[src/rtl/vga_text_pkg.sv]
// Shared geometry, control codes and FSM state type for the text writer.
// Optional feature macro: VGA_TEXT_CLEAR_ON_WRAP_EN (clear destination row on row advance).
package vga_text_pkg;

  localparam int unsigned TEXT_COLS  = 40;
  localparam int unsigned TEXT_ROWS  = 30;
  localparam int unsigned TEXT_CELLS = TEXT_COLS * TEXT_ROWS;

  localparam int unsigned COL_W  = 6;
  localparam int unsigned ROW_W  = 5;
  localparam int unsigned ADDR_W = 11;
  localparam int unsigned CHAR_W = 7;
  localparam int unsigned CELL_W = 8;

  localparam logic [CHAR_W-1:0] CHAR_SPACE = 7'h20;
  localparam logic [CHAR_W-1:0] CHAR_TILDE = 7'h7E;
  localparam logic [CHAR_W-1:0] CHAR_BS    = 7'h08;
  localparam logic [CHAR_W-1:0] CHAR_LF    = 7'h0A;
  localparam logic [CHAR_W-1:0] CHAR_FF    = 7'h0C;
  localparam logic [CHAR_W-1:0] CHAR_CR    = 7'h0D;

  // Blank cell: space glyph, normal (non-inverted) colours.
  localparam logic [CELL_W-1:0] CELL_BLANK = {1'b0, CHAR_SPACE};

  typedef enum logic [1:0] {
    IDLE       = 2'd0,
    CLR_SCREEN = 2'd1,
    CLR_ROW    = 2'd2
  } state_t;

endpackage

[src/rtl/vga_cell_addr.sv]
// Combinational cell address: row*40 + col, formed as row*32 + row*8 + col.
// Ports: row (5b), col (6b) in; addr_c (11b) out.
module vga_cell_addr
  import vga_text_pkg::*;
(
  input  logic [ROW_W-1:0]  row,
  input  logic [COL_W-1:0]  col,
  output logic [ADDR_W-1:0] addr_c
);

  assign addr_c = ADDR_W'({row, 5'b0}) + ADDR_W'({row, 3'b0}) + ADDR_W'(col);

endmodule

[src/rtl/vga_text_writer.sv]
// Character-stream front end: accepts ASCII over valid/ready, tracks a cursor,
// interprets LF/CR/BS/FF and drives the text RAM write port.
// Ports: clock, reset (async, active-high); char_in, invert_in, char_valid in;
// char_ready, wr_en, wr_addr, wr_data, cursor_col, cursor_row out (all registered).
// Optional feature macro: VGA_TEXT_CLEAR_ON_WRAP_EN -- every row advance clears
// the destination row (CLR_ROW state); without it a row advance only moves the cursor.
module vga_text_writer
  import vga_text_pkg::*;
(
  input  logic              clock,
  input  logic              reset,
  input  logic [CHAR_W-1:0] char_in,
  input  logic              invert_in,
  input  logic              char_valid,
  output logic              char_ready,
  output logic              wr_en,
  output logic [ADDR_W-1:0] wr_addr,
  output logic [CELL_W-1:0] wr_data,
  output logic [COL_W-1:0]  cursor_col,
  output logic [ROW_W-1:0]  cursor_row
);

  state_t             state;
  logic [ROW_W-1:0]   clr_row;
  logic [COL_W-1:0]   clr_col;
  logic [ROW_W-1:0]   next_row;
  logic [ROW_W-1:0]   cur_a_row;
  logic [COL_W-1:0]   cur_a_col;
  logic [ADDR_W-1:0]  cur_addr;
  logic [ADDR_W-1:0]  clr_addr;
  logic               accept;
  logic               is_print;
  logic               at_last_col;

  assign accept      = char_valid && char_ready;
  assign is_print    = (char_in >= CHAR_SPACE) && (char_in <= CHAR_TILDE);
  assign at_last_col = (cursor_col == COL_W'(TEXT_COLS - 1));
  assign next_row    = (cursor_row == ROW_W'(TEXT_ROWS - 1)) ? '0
                                                             : ROW_W'(cursor_row + 1'b1);

  // Target cell for writes issued from IDLE: BS writes one column left;
  // with row clearing, LF starts the clear at column 0 of the next row.
  always_comb begin
    cur_a_row = cursor_row;
    cur_a_col = cursor_col;
    if (char_in == CHAR_BS) cur_a_col = COL_W'(cursor_col - 1'b1);
`ifdef VGA_TEXT_CLEAR_ON_WRAP_EN
    if (char_in == CHAR_LF) begin
      cur_a_row = next_row;
      cur_a_col = '0;
    end
`endif
  end

  vga_cell_addr u_cur_addr (.row(cur_a_row), .col(cur_a_col), .addr_c(cur_addr));
  vga_cell_addr u_clr_addr (.row(clr_row),   .col(clr_col),   .addr_c(clr_addr));

  // Control FSM with registered outputs. Clears issue their first write on the
  // accepting edge so char_ready is low exactly while clear writes are in flight.
  always_ff @(posedge clock or posedge reset) begin
    if (reset) begin
      state      <= IDLE;
      char_ready <= 1'b1;
      wr_en      <= 1'b0;
      wr_addr    <= '0;
      wr_data    <= '0;
      cursor_col <= '0;
      cursor_row <= '0;
      clr_row    <= '0;
      clr_col    <= '0;
    end else begin
      wr_en <= 1'b0;
      case (state)
        IDLE: begin
          if (accept) begin
            if (is_print) begin
              wr_en   <= 1'b1;
              wr_addr <= cur_addr;
              wr_data <= {invert_in, char_in};
              if (at_last_col) begin
                cursor_col <= '0;
                cursor_row <= next_row;
`ifdef VGA_TEXT_CLEAR_ON_WRAP_EN
                state      <= CLR_ROW;
                char_ready <= 1'b0;
                clr_row    <= next_row;
                clr_col    <= '0;
`endif
              end else begin
                cursor_col <= COL_W'(cursor_col + 1'b1);
              end
            end else begin
              case (char_in)
                CHAR_LF: begin
                  cursor_col <= '0;
                  cursor_row <= next_row;
`ifdef VGA_TEXT_CLEAR_ON_WRAP_EN
                  wr_en      <= 1'b1;
                  wr_addr    <= cur_addr;
                  wr_data    <= CELL_BLANK;
                  state      <= CLR_ROW;
                  char_ready <= 1'b0;
                  clr_row    <= next_row;
                  clr_col    <= COL_W'(1);
`endif
                end
                CHAR_CR: cursor_col <= '0;
                CHAR_BS: begin
                  if (cursor_col != '0) begin
                    cursor_col <= COL_W'(cursor_col - 1'b1);
                    wr_en      <= 1'b1;
                    wr_addr    <= cur_addr;
                    wr_data    <= CELL_BLANK;
                  end
                end
                CHAR_FF: begin
                  state      <= CLR_SCREEN;
                  char_ready <= 1'b0;
                  wr_en      <= 1'b1;
                  wr_addr    <= '0;
                  wr_data    <= CELL_BLANK;
                  clr_row    <= '0;
                  clr_col    <= COL_W'(1);
                end
                default: ;
              endcase
            end
          end
        end

        // clr_row reaching TEXT_ROWS means cell 1199 has been written.
        CLR_SCREEN: begin
          if (clr_row == ROW_W'(TEXT_ROWS)) begin
            state      <= IDLE;
            char_ready <= 1'b1;
            cursor_col <= '0;
            cursor_row <= '0;
          end else begin
            wr_en   <= 1'b1;
            wr_addr <= clr_addr;
            wr_data <= CELL_BLANK;
            if (clr_col == COL_W'(TEXT_COLS - 1)) begin
              clr_col <= '0;
              clr_row <= ROW_W'(clr_row + 1'b1);
            end else begin
              clr_col <= COL_W'(clr_col + 1'b1);
            end
          end
        end

`ifdef VGA_TEXT_CLEAR_ON_WRAP_EN
        CLR_ROW: begin
          if (clr_col == COL_W'(TEXT_COLS)) begin
            state      <= IDLE;
            char_ready <= 1'b1;
          end else begin
            wr_en   <= 1'b1;
            wr_addr <= clr_addr;
            wr_data <= CELL_BLANK;
            clr_col <= COL_W'(clr_col + 1'b1);
          end
        end
`endif

        default: begin
          state      <= IDLE;
          char_ready <= 1'b1;
        end
      endcase
    end
  end

endmodule

[config.mk]
export PLATFORM = sky130hd
export DESIGN_NAME = vga_text_writer
export DESIGN_NICKNAME = d
export VERILOG_FILES = /design/src/rtl/vga_text_pkg.sv /design/src/rtl/vga_cell_addr.sv /design/src/rtl/vga_text_writer.sv
export SDC_FILE = /design/constraint.sdc
export NUM_CORES = 1
export LEC_CHECK = 0
export ABC_AREA = 1
export CAP_MARGIN = 30
export CORE_MARGIN = 2
export CORE_UTILIZATION = 58
export DETAILED_ROUTE_END_ITERATION = 8
export DONT_BUFFER_PORTS = 1
export PLACE_DENSITY_LB_ADDON = 0.08
export SYNTH_ARGS = -nofsm -noshare
export SYNTH_HDL_FRONTEND = slang
export SYNTH_SLANG_ARGS = --single-unit
[constraint.sdc]
create_clock -name clock -period 3.05 [get_ports clock]
set_clock_uncertainty 0.2 [all_clocks]
set_input_delay 0.7625 -clock clock [delete_from_list [all_inputs] [get_ports clock]]
set_output_delay 0.7625 -clock clock [all_outputs]
set_load 0.03 [all_outputs]
==> flow_summary_export.csv <==
group,metric,value,unit
status,status,"complete, no violations",
drt,wl,8.12,mm
power,power_frac_comb,0.407,
clock_network,cts-root-buf,"clkbuf_8",
sta,layout_min_cycle_time,2.91,ns
die,initial_core_util,0.607,
sta,relSlewSlack,0.581,
power,switching_share,0.455,
clock_network,hold_buffers,0,
setup_path,worstSetupStartpointType,"register",
flow_run,max_cap_viol_count,0,
clock_network,cts_tree,"built",
sta,fmax,343,MHz
finish,drive_gt1_frac,0.153,
power,p_leak,2.19,nW
place,gp_congestion,0.910,
power,pwr-share-seq,0.416,
synth,ys_warn_count,0,
sta,setup_viol,0,
global_routing,first_global_vias,2828,
synth,synthFlopType,"dfrtp_1",
setup_path,critPathMaxFanout,3,
clock_network,max-clock-path-buffers,2,
drt,vias_per_cell,5.43,
drt,route.vias.total,3197,
drt,dr.pass1.iters,5,
power,ir_drop,0.376,mV
clock_network,clk_pin_slew,0.08,ns
drt,drc_errors,0,
global_routing,track_usage,0.264,
synth,ys_types,32,
sta,slew_violations,0,
drt,wl_per_cell,13.8,um
finish,fin_nets,557,
synth,synth_top_area_cell,"dfrtp_1",
power,pwr-share-clk,0.177,
min_path,hold_class,"primary input to async pin",
setup_path,rrSetupSlack,0.14,ns
finish,final_util,0.692,
setup_path,critPathMaxStageDelay,0.44,ns
synth,synth.net_count,526,
global_routing,grt_pass1_wl,13.2,mm
synth,syn-instance-count,485,
global_routing,grt-ovfl-total,0,
power,switchingPower,1.15,mW
place,post-dp-hpwl,6.18,mm
power,p_total,2.52,mW
sta,rsz0062_at_grt,"no",
die,dieArea,0.00646,sq mm
setup_path,cpMaxStageDelayCell,"dfrtp_1",
synth,synth_seq_cells,44,
clock_network,clk_latency,0.30,ns
global_routing,grt_max_degree,21,
synth,netlist_top_cells_count,"nand2_1, inv_1, nor2_1, dfrtp_1, nand3_1",
synth,synthArstFlopShare,1.00,
synth,syn_area_per_cell,6.97,sq um
die,pin_count,43,
synth,synth_top_area_frac,0.318,
power,p_int,1.38,mW
synth,seq_area_frac_synth,0.326,
sta,finalCritPeriodShare,0.955,
sta,tns,0,ns
place,numPortBuffers,0,
sta,tightestPinTransition,0.625,ns
place,post_dp_cell_area,0.00368,sq mm
setup_path,crit_required,3.09,ns
setup_path,crit_top_cell,"nand2_1",
global_routing,antenna_found_initial,0,
power,powerDensity,654,mW/mm^2
setup_path,cp_data_arrival_time,2.96,ns
sta,hold_viol,0,
clock_network,cts.htree.levels,2,
die,fp.dieH,80.3,um
drt,detail-route-antenna-nets,0,
setup_path,worstSetupEndpointType,"register",
finish,stdcell_area,0.00386,sq mm
setup_path,worstPathCellList,"inv_2, ha_4, nand3_1, xor2_1, nor2_1, o21bai_1, ha_1, ha_2, inv_1, fa_2, nand3b_1, nand2_2, or2_4, nand3_2, nand2_1, nand2_1, nand2_1",
die,die_width,80.3,um
synth,synth_area,0.00338,sq mm
die,core_area,0.00557,sq mm
synth,synth_most_common_cell,"nand2_1",
synth,synth-edff-count,0,
die,rows,27,
clock_network,cts_buffers,5,
finish,n_antenna_cell,0,
setup_path,worstSetupPathType,"register to register",
synth,yosys-top-cells-area,"dfrtp_1, nand2_1, ha_1, inv_1, nand3_1",
clock_network,cts_num_sinks,44,
finish,syn_to_final_growth,14.1,%
drt,drtIter0Drc,220,
## layout by cell type, fill, tap and decap left out, types with 2 or more instances in the layout
| master | Yosys | layout |
|---|---|---|
| nor2_1 | 44 | 41 |
| nand3_1 | 34 | 33 |
| o21ai_0 | 13 | 13 |
| nand2_2 | 5 | 7 |
| nand2_1 | 190 | 188 |
| ha_1 | 26 | 24 |
| nand3_2 | 2 | 2 |
| dfrtp_1 | 43 | 42 |
| nand4_1 | 12 | 12 |
| xor2_1 | 10 | 10 |
| nor2_4 | 3 | 6 |
| inv_1 | 50 | 46 |
| clkbuf_8 | 0 | 5 |
| o22ai_1 | 4 | 4 |
| nor2_2 | 4 | 4 |
| o21bai_1 | 4 | 3 |
| inv_2 | 4 | 5 |
| buf_4 | 0 | 33 |
| xnor2_1 | 3 | 3 |
| fa_1 | 4 | 3 |
| a21oi_1 | 9 | 9 |
| nand3b_1 | 2 | 2 |
## state kept, by name, summed over array words and instances, names as in the netlist
name        cells
cursor_row      5
cursor_col      6
state           1
wr_data         8
wr_addr        11
clr_row         5
wr_en           1
char_ready      1
clr_col         6
## stage by stage
stage / worst slack [ns] / instances / hold slack, ns
finish: 0.137 / 589 / 0.144
global route: 0.00384 / 589 / 0.169
floorplan: -0.0711 / 485 / 0.288
detailed placement: -0.160 / 579 / 0.326
CTS: 0.0437 / 587 / 0.145
global placement: -0.117 / 579 / 0.309
## logic make-up after synthesis
logic type               share of synthesized area
flip-flops                                   0.326
XOR/XNOR                                    0.0337
AO/OA/AOI/OAI                               0.0585
AND/OR/NAND/NOR                              0.382
adder cells (fa/ha/maj)                      0.120
buffers and inverters                       0.0796
## what timing repair did
action,in CTS,in global routing
endpoints found under the setup margin,0,5
setup buffers,0,2
gates resized for setup,0,15
## power by group through the flow
stage	Sequential, mW	Clock [mW]	Combinational, mW
after global routing	1.07	0.485	1.15
final	1.05	0.447	1.03
after global placement	1.04	0	0.943
after detailed placement	1.05	0	0.965
after floorplan	1.10	0	0.638
after CTS	1.04	0.455	0.974
## worst max-delay path: cells and delay by family, from the launching register on
kind / cells / cell delay (ns)
AOI/OAI and AO/OA: 1 / 0.16
xor gates and xnor gates: 1 / 0.14
adders and majority gates: 4 / 0.97
buffers and inverters: 2 / 0.15
DFF: 1 / 0.44
and+or+nand+nor: 9 / 0.78
## path summary, 6_finish.rpt
path / from / to / cells after the start
max in group asynchronous: reset / cursor_row[0] / 2
setup reg to reg: cursor_col[1] / wr_addr[8] / 17
setup / recovery: cursor_col[1] / wr_addr[8] / 17
min in group clock: clr_col[1] / clr_col[1] / 2
hold reg to reg: clr_col[1] / clr_col[1] / 2
hold / removal: reset / cursor_col[2] / 1
## metal layers
metal  part of all wire  routed length (um)  GRT usage  vias up
li1                   -                   -          -     1597
met1               0.45                3620      0.362     1461
met2               0.47                3780      0.424      129
met3              0.073                 593     0.0494       10
met4              0.015                 123     0.0797        0
met5                  0                   0          0        -
## cell type report
type | count | area, sq um
Clock inverter | 2 | 35.0
Multi-Input combinational cell | 377 | 2080
Sequential cell | 44 | 1100
Fill cell | 478 | 1720
Tap cell | 72 | 90.1
Timing Repair Buffer | 34 | 259
Inverter | 54 | 218
Clock buffer | 6 | 72.6
(Power assumes the default switching activity.)
==> RTL edit: new RTL, same flow settings <==
The option `VGA_TEXT_CLEAR_ON_WRAP_EN` is turned on by a define.
--- a/src/rtl/vga_text_writer.sv
+++ b/src/rtl/vga_text_writer.sv
@@ -4,6 +4,8 @@
 // char_ready, wr_en, wr_addr, wr_data, cursor_col, cursor_row out (all registered).
 // Optional feature macro: VGA_TEXT_CLEAR_ON_WRAP_EN -- every row advance clears
 // the destination row (CLR_ROW state); without it a row advance only moves the cursor.
+`define VGA_TEXT_CLEAR_ON_WRAP_EN
+
 module vga_text_writer
   import vga_text_pkg::*;
 (
Behaviour: not the same (a bounded check fails within 4 cycles, from zero or initial values and one cycle with reset high).
==> RTL edit against the original RTL <==
Maximum frequency shrank 3.1%. Setup slack lost 0.093 ns. Sequential share of layout area shrank 3.5 points. Global-route usage grew 2.4 points. Routed wire length grew 25%. Synthesized area grew 11%. Sequential cell count grew 1. Final area grew 17%. Highest routed layer unchanged.
Power is not compared: it rests on default switching activity, and its combinational part moved more than twofold at a synthesized area within 25%.
==> RTL edit: results (changes against the original RTL) <==
<table>
<tr><th>Metric</th><th>Value</th></tr>
<tr><th colspan="2">Placement</th></tr>
<tr><td>Number of cells after detailed placement</td><td>673 (+16%)</td></tr>
<tr><td>Cell Area, Placed</td><td>0.00420 mm2 (+14%)</td></tr>
<tr><th colspan="2">Critical path</th></tr>
<tr><td>Biggest fanout along the worst timing path</td><td>5 (+2)</td></tr>
<tr><td>Worst setup endpoint</td><td>wr_addr[10]</td></tr>
<tr><td>CP max stage delay</td><td>0.51 ns (+0.07 ns)</td></tr>
<tr><td>Critical path's slowest cell</td><td>sky130_fd_sc_hd__fa_1</td></tr>
<tr><th colspan="2">Global route</th></tr>
<tr><td>Pin count of the biggest net entering global routing</td><td>46 (+120%)</td></tr>
<tr><td>Number of global-route vias before repair</td><td>3599 (+27%)</td></tr>
<tr><td>Global-route wire length before repair</td><td>16600 um (+26%)</td></tr>
<tr><th colspan="2">Layout</th></tr>
<tr><td>Non-clock buffer share of cell area</td><td>0.0927 (+0.0255)</td></tr>
<tr><td>Invs w/o clock</td><td>64 (+19%)</td></tr>
<tr><td>Share of cell area taken by multi-input logic gates</td><td>0.548 (+0.00918)</td></tr>
<tr><td>Storage cell area</td><td>0.00113 mm2 (+2.3%)</td></tr>
<tr><td>Clock network area share</td><td>0.0267 (-0.00117)</td></tr>
<tr><th colspan="2">Status</th></tr>
<tr><td>Run status</td><td>completed</td></tr>
<tr><th colspan="2">Synthesis</th></tr>
<tr><td>Mean post-synth cell area</td><td>6.70 um2 (-3.9%)</td></tr>
<tr><td>Area contributors post-synth</td><td>sky130_fd_sc_hd__dfrtp_1 (29%), sky130_fd_sc_hd__nand2_1 (20%), sky130_fd_sc_hd__ha_1 (10%), sky130_fd_sc_hd__nand3_1 (6.3%), sky130_fd_sc_hd__inv_1 (5.9%)</td></tr>
<tr><td>Register bit count reported by yosys</td><td>45 (+2.3%)</td></tr>
<tr><td>Synth cell count leaders</td><td>sky130_fd_sc_hd__nand2_1 (203), sky130_fd_sc_hd__inv_1 (59), sky130_fd_sc_hd__nor2_1 (48), sky130_fd_sc_hd__nand3_1 (47), sky130_fd_sc_hd__dfrtp_1 (44)</td></tr>
<tr><th colspan="2">Floorplanning</th></tr>
<tr><td>Core footprint</td><td>0.00631 mm2 (+13%)</td></tr>
<tr><th colspan="2">Route</th></tr>
<tr><td>Vias after detailed routing</td><td>3764 (+18%)</td></tr>
<tr><td>Pre-antenna DRT Iters</td><td>4 (-1)</td></tr>
<tr><td>DR iter-0 viols</td><td>234 (+6.4%)</td></tr>
<tr><td>Total wirelength of the detailed-routed design</td><td>10100 um (+25%)</td></tr>
<tr><th colspan="2">Timing</th></tr>
<tr><td>Worst hold margin</td><td>0.285 ns (+0.141 ns)</td></tr>
<tr><td>Relative slew margins</td><td>0.608 (+0.0276)</td></tr>
<tr><th colspan="2">CTS</th></tr>
<tr><td>Resize count post-CTS</td><td>1 (+1)</td></tr>
</table>
-- RTL edit: changes by cell type after synthesis, sizes merged, moves of 4 or more --
| cell | before | now |
|---|---|---|
| o21bai | 4 | 0 |
| ha | 26 | 31 |
| nand2 | 195 | 210 |
| a21oi | 9 | 18 |
| o21ai | 15 | 36 |
| xor2 | 10 | 6 |
| inv | 54 | 63 |
| nand3 | 36 | 50 |
| nor2 | 52 | 56 |
-- RTL edit: kinds of logic (layout without fill, tap and decap cells) --
| kind of cell | Yosys count | in the layout | synth area share |
|---|---|---|---|
| fa+ha+maj | 35 | 35 | 0.125 |
| flops | 45 | 45 | 0.301 |
| simple gates | 332 | 333 | 0.383 |
| compound gates | 60 | 60 | 0.0829 |
| xor+xnor | 12 | 12 | 0.0281 |
| buf+inv | 75 | 127 | 0.0799 |
-- RTL edit: per-layer routing --
layer,routed length (um),share of wire,track usage
met1,4500,0.44,0.379
met2,4800,0.47,0.495
met3,569,0.056,0.0364
met4,268,0.026,0.0952
met5,0,0,0
